<file path="src/rtl/kamus_wb_port_arbiter.sv">
// Register-file write-port arbiter: in-order pipeline writeback vs. the
// long-latency MUL/DIV unit, with anti-starvation and a pending-rd scoreboard.
module kamus_wb_port_arbiter #(
  parameter int unsigned STARVE_LIMIT = 4,
  parameter int unsigned XLEN         = 32
) (
  input  logic            clk_i,
  input  logic            rst_ni,
  input  logic            pipe_valid_i,
  input  logic            pipe_wr_en_i,
  input  logic [4:0]      pipe_rd_i,
  input  logic [XLEN-1:0] pipe_data_i,
  output logic            pipe_ready_o,
  input  logic            lu_issue_valid_i,
  input  logic [4:0]      lu_issue_rd_i,
  input  logic            lu_valid_i,
  input  logic [4:0]      lu_rd_i,
  input  logic [XLEN-1:0] lu_data_i,
  output logic            lu_ready_o,
  output logic [31:0]     rd_pending_o,
  output logic            regfile_wr_en_o,
  output logic [4:0]      rd_addr_o,
  output logic [XLEN-1:0] wb_data_o
);

  localparam int unsigned CW = $clog2(STARVE_LIMIT + 1);

  typedef enum logic {
    PIPE_PRIO = 1'b0,
    LU_FORCED = 1'b1
  } state_e;

  state_e          state_q, state_d;
  logic [CW-1:0]   starve_cnt_q, starve_cnt_d;
  logic [CW:0]     starve_inc;
  logic [31:0]     sb_q, sb_d;
  logic            wr_en_q, wr_en_d;
  logic [4:0]      rd_addr_q, rd_addr_d;
  logic [XLEN-1:0] wb_data_q, wb_data_d;

  logic pipe_need;
  logic grant_pipe, grant_lu;

  assign pipe_need  = pipe_valid_i & pipe_wr_en_i;
  assign starve_inc = {1'b0, starve_cnt_q} + {{CW{1'b0}}, 1'b1};

  // Arbitration. Readies are held low during reset so nothing is accepted
  // (and hence nothing is written) while rst_ni is asserted.
  always_comb begin
    grant_pipe   = 1'b0;
    grant_lu     = 1'b0;
    pipe_ready_o = 1'b0;
    lu_ready_o   = 1'b0;
    if (rst_ni) begin
      if (state_q == LU_FORCED && lu_valid_i) begin
        grant_lu     = 1'b1;
        lu_ready_o   = 1'b1;
        pipe_ready_o = ~pipe_need;
      end else if (pipe_need) begin
        grant_pipe   = 1'b1;
        pipe_ready_o = 1'b1;
      end else begin
        grant_lu     = lu_valid_i;
        lu_ready_o   = lu_valid_i;
        pipe_ready_o = 1'b1;
      end
    end
  end

  // Starvation counter and FSM next state
  always_comb begin
    starve_cnt_d = starve_cnt_q;
    state_d      = PIPE_PRIO;
    if (grant_lu || !lu_valid_i) begin
      starve_cnt_d = '0;
    end else begin
      if (starve_inc >= (CW+1)'(STARVE_LIMIT))
        starve_cnt_d = CW'(STARVE_LIMIT);
      else
        starve_cnt_d = starve_inc[CW-1:0];
      if (state_q == PIPE_PRIO && starve_inc == (CW+1)'(STARVE_LIMIT))
        state_d = LU_FORCED;
    end
  end

  // Write port: address/data hold when idle, enable pulses per grant
  always_comb begin
    wr_en_d   = 1'b0;
    rd_addr_d = rd_addr_q;
    wb_data_d = wb_data_q;
    if (grant_pipe) begin
      wr_en_d   = (pipe_rd_i != 5'd0);
      rd_addr_d = pipe_rd_i;
      wb_data_d = pipe_data_i;
    end else if (grant_lu) begin
      wr_en_d   = (lu_rd_i != 5'd0);
      rd_addr_d = lu_rd_i;
      wb_data_d = lu_data_i;
    end
  end

  // Scoreboard: clear first so a same-cycle issue to the same rd wins
  always_comb begin
    sb_d = sb_q;
    if (grant_lu)
      sb_d[lu_rd_i] = 1'b0;
    if (lu_issue_valid_i && lu_issue_rd_i != 5'd0)
      sb_d[lu_issue_rd_i] = 1'b1;
    sb_d[0] = 1'b0;
  end

  always_ff @(posedge clk_i) begin
    if (!rst_ni) begin
      state_q      <= PIPE_PRIO;
      starve_cnt_q <= '0;
      sb_q         <= '0;
      wr_en_q      <= 1'b0;
      rd_addr_q    <= '0;
      wb_data_q    <= '0;
    end else begin
      state_q      <= state_d;
      starve_cnt_q <= starve_cnt_d;
      sb_q         <= sb_d;
      wr_en_q      <= wr_en_d;
      rd_addr_q    <= rd_addr_d;
      wb_data_q    <= wb_data_d;
    end
  end

  assign rd_pending_o    = sb_q;
  assign regfile_wr_en_o = wr_en_q;
  assign rd_addr_o       = rd_addr_q;
  assign wb_data_o       = wb_data_q;

endmodule

</file>
<file path="config.mk">
export PLATFORM = sky130hd
export DESIGN_NAME = kamus_wb_port_arbiter
export DESIGN_NICKNAME = d
export VERILOG_FILES = /design/src/rtl/kamus_wb_port_arbiter.sv
export SDC_FILE = /design/constraint.sdc
export NUM_CORES = 1
export LEC_CHECK = 0
export CORE_ASPECT_RATIO = 2
export CORE_MARGIN = 2
export CORE_UTILIZATION = 44
export DETAILED_ROUTE_END_ITERATION = 12
export PLACE_DENSITY_LB_ADDON = 0.05
export SLEW_MARGIN = 25
export SYNTH_ARGS = -nofsm -noshare
export SYNTH_HDL_FRONTEND = slang
export SYNTH_SLANG_ARGS = --single-unit
</file>
<file path="constraint.sdc">
create_clock -name clk_i -period 2.8 [get_ports clk_i]
set_input_delay 0.56 -clock clk_i [delete_from_list [all_inputs] [get_ports clk_i]]
set_output_delay 0.56 -clock clk_i [all_outputs]
set_load 0.005 [all_outputs]
</file>
==> impl_metrics.ini <==
[sta]
post-route-min-period_ns = 2.56
fin_tns_setup_ns = 0
final_hold_viol_count = 0
finalSetupViolCount = 0
finalMaxSlewViolations = 0
fin_crit_sh_pct = 91.6
fin_ws_ns = 0.236
skew_ns = 0.00297
fmax_ghz = 0.390
rsz0062_at_grt = no

[place]
dp_slack_ns = 0.261
dp_cells = 629
portBuffers = 155
dp_hpwl_um = 7600
place_congestion = 0.964

[worst_setup_path]
cp-start-kind = primary input
rr_startpoint = state_q
criticalPathCategory = in -> out
worst-path-max-fanout = 4
r2r_setup_slack_ns = 1.19
reg2reg_depth = 4
required_ns = 2.24
arrival_ns = 2.00
crit_path_start = pipe_valid_i
endpoint_kind = output pin

[logic_synthesis]
ys_ff_latch = 73
netlist.area_leader.share_pct = 45.2
yosysMostFrequentCell = nand2_1
synthCells = 403
synth-seq-area-share_pct = 45.2
synth_common_cells = nand2_1 (103), dfxtp_1 (73), o21ai_0 (44), a31oi_1 (39)
ys.flop_type = dfxtp_1
synth_edf_count = 0
syn_area_mm2 = 0.00323
yosysWarnings = 0
yosysTopAreaCell = dfxtp_1
synthTopCellsByArea = dfxtp_1 (45%), nand2_1 (12%), a31oi_1 (7.6%)
synth_nets = 490
async_reset_ff_share_pct = 0
synth.avg_cell_area_um2 = 8.02
netlist-cell-type-count = 41

[clocking]
clockRootBuffer = clkbuf_16
h-tree-depth = 3
clockBufferDepth = 2
cts_resized = 0
cts_setup_buffers = 0
cts_hold_buffers = 0
clk_latency_ns = 0.33
cts_tree = yes
cts_num_sinks = 73
path_clk_slew_ns = 0.06
cts_buffers = 9

[grt]
gr-usage-met2_pct = 46.6
globalRoute.busiestLayer = met2
overflow = 0
track_usage_pct = 26.5
grt_pass1_vias = 3541
grt_pass1_wl_um = 16700
groute.layer.met1.usage_pct = 27.7
antenna_found_initial = 0
grt_max_degree = 75
met3_usage_pct = 7.82

[die]
die-height_um = 125
dieArea_mm2 = 0.00809
core-area_mm2 = 0.00721
chipWidth_um = 64.6
pin_count = 157
rows = 44
start_util_pct = 44.8

[power_and_ir_drop]
switching_share_pct = 21.8
p_int_w = 0.00222
p_comb_share_pct = 14.7
leakage_nw = 1.94
power_density_mw_per_mm2 = 548
p_switching_w = 0.000618
p_clk_share_pct = 46.1
p_seq_share_pct = 39.2
peakVddDrop_uv = 509

[min_path]
hp-start = rd_pending_o[14]
hold_depth = 2
hp-class = reg -> reg

[drt]
firstDrtPassIters = 5
via_count = 3514
drtAntennaViolNets = 0
drt-total-wl_um = 10300
via_per_inst = 5.45
wl_per_cell_um = 15.9
drtIter0Drc = 218
drc = 0

[cells_and_area]
diodes = 0
nets = 635
syn_to_final_growth_pct = 60.2
fin_cells = 645
drive_above_1_share_pct = 7.05

[flow_run]
cap_violations = 0

[status]
status = finished clean
==> flip-flops by register name (all words and copies together), names as in the netlist <==
register / flops
rd_addr_o: 5
starve_cnt_q: 3
state_q: 1
rd_pending_o: 31
regfile_wr_en_o: 1
wb_data_o: 32
==> cell families after synthesis <==
logic type / share of synthesized area [%]
buffers and inverters: 4.65
AOI/OAI and AO/OA: 23.8
and+or+nand+nor: 24.8
other: 0.116
muxes: 0.310
DFF: 45.2
adders and majority gates: 0.774
xor gates and xnor gates: 0.271
==> layout make-up <==
class,count,area [um2]
clock buffer,10,239
clock inverter,6,105
fill,612,2040
inverter,2,7.51
multi-input combinational,298,1620
sequential,73,1460
tap,92,115
timing repair buffer,164,1630
==> power by group through the flow <==
stage / Clock [W] / Combinational (W) / Sequential (W)
floorplan: 0 / 0.000147 / 0.00114
global placement: 0 / 0.000410 / 0.00113
detailed placement: 0 / 0.000413 / 0.00113
CTS: 0.00133 / 0.000416 / 0.00111
global route: 0.00137 / 0.000453 / 0.00112
finish: 0.00131 / 0.000416 / 0.00111
==> per-stage QoR <==
step	utilization [%]	total power [W]	instance area, um2	hold slack, ns
2_1_floorplan	-	0.00128	3230	0.457
3_3_place_gp	67.0	0.00154	4830	0.451
3_5_place_dp	67.0	0.00155	4830	0.465
4_1_cts	71.8	0.00286	5170	0.472
5_1_grt	71.8	0.00294	5170	0.497
6_report	71.8	0.00283	5170	0.472
==> per-layer routing <==
layer	part of all wire, %	vias up	routed length, um
met1	36	1587	3700
met5	0	-	0
met4	4.5	0	464
met2	53	169	5410
met3	6.7	32	690
li1	-	1726	-
==> worst paths after layout <==
| check | endpoint |
|---|---|
| worst max-delay path | lu_ready_o |
| worst min-delay path | rd_pending_o[14] |
| worst max register to register | rd_pending_o[2] |
| worst min register to register | rd_pending_o[14] |
==> critical path, stage by stage <==
cell,delay [ns]
clkdlybuf4s50_1,0.44
and3b_1,0.28
nor2_1,0.20
clkdlybuf4s50_1,0.53
==> layout by cell type (no fill, tap or decap), types with 2 or more instances in the layout <==
cell type	count
bufinv_16	3
nand2_1	103
clkdlybuf4s50_1	154
o41ai_1	3
clkinv_2	3
a32o_1	7
clkbuf_16	9
nor4_4	2
inv_1	2
o31ai_1	8
nand2b_1	3
and3_1	3
or3_1	5
dfxtp_1	73
o211ai_1	8
a31oi_1	39
nor4_1	2
nor2b_1	4
or4_1	3
o21ai_0	44
nor3_1	2
nand3_1	7
ha_1	2
and2_1	3
nand3b_1	3
buf_4	8
or2_2	7
nor2_1	15
a21oi_1	13
Power figures use the tool's default switching activity.
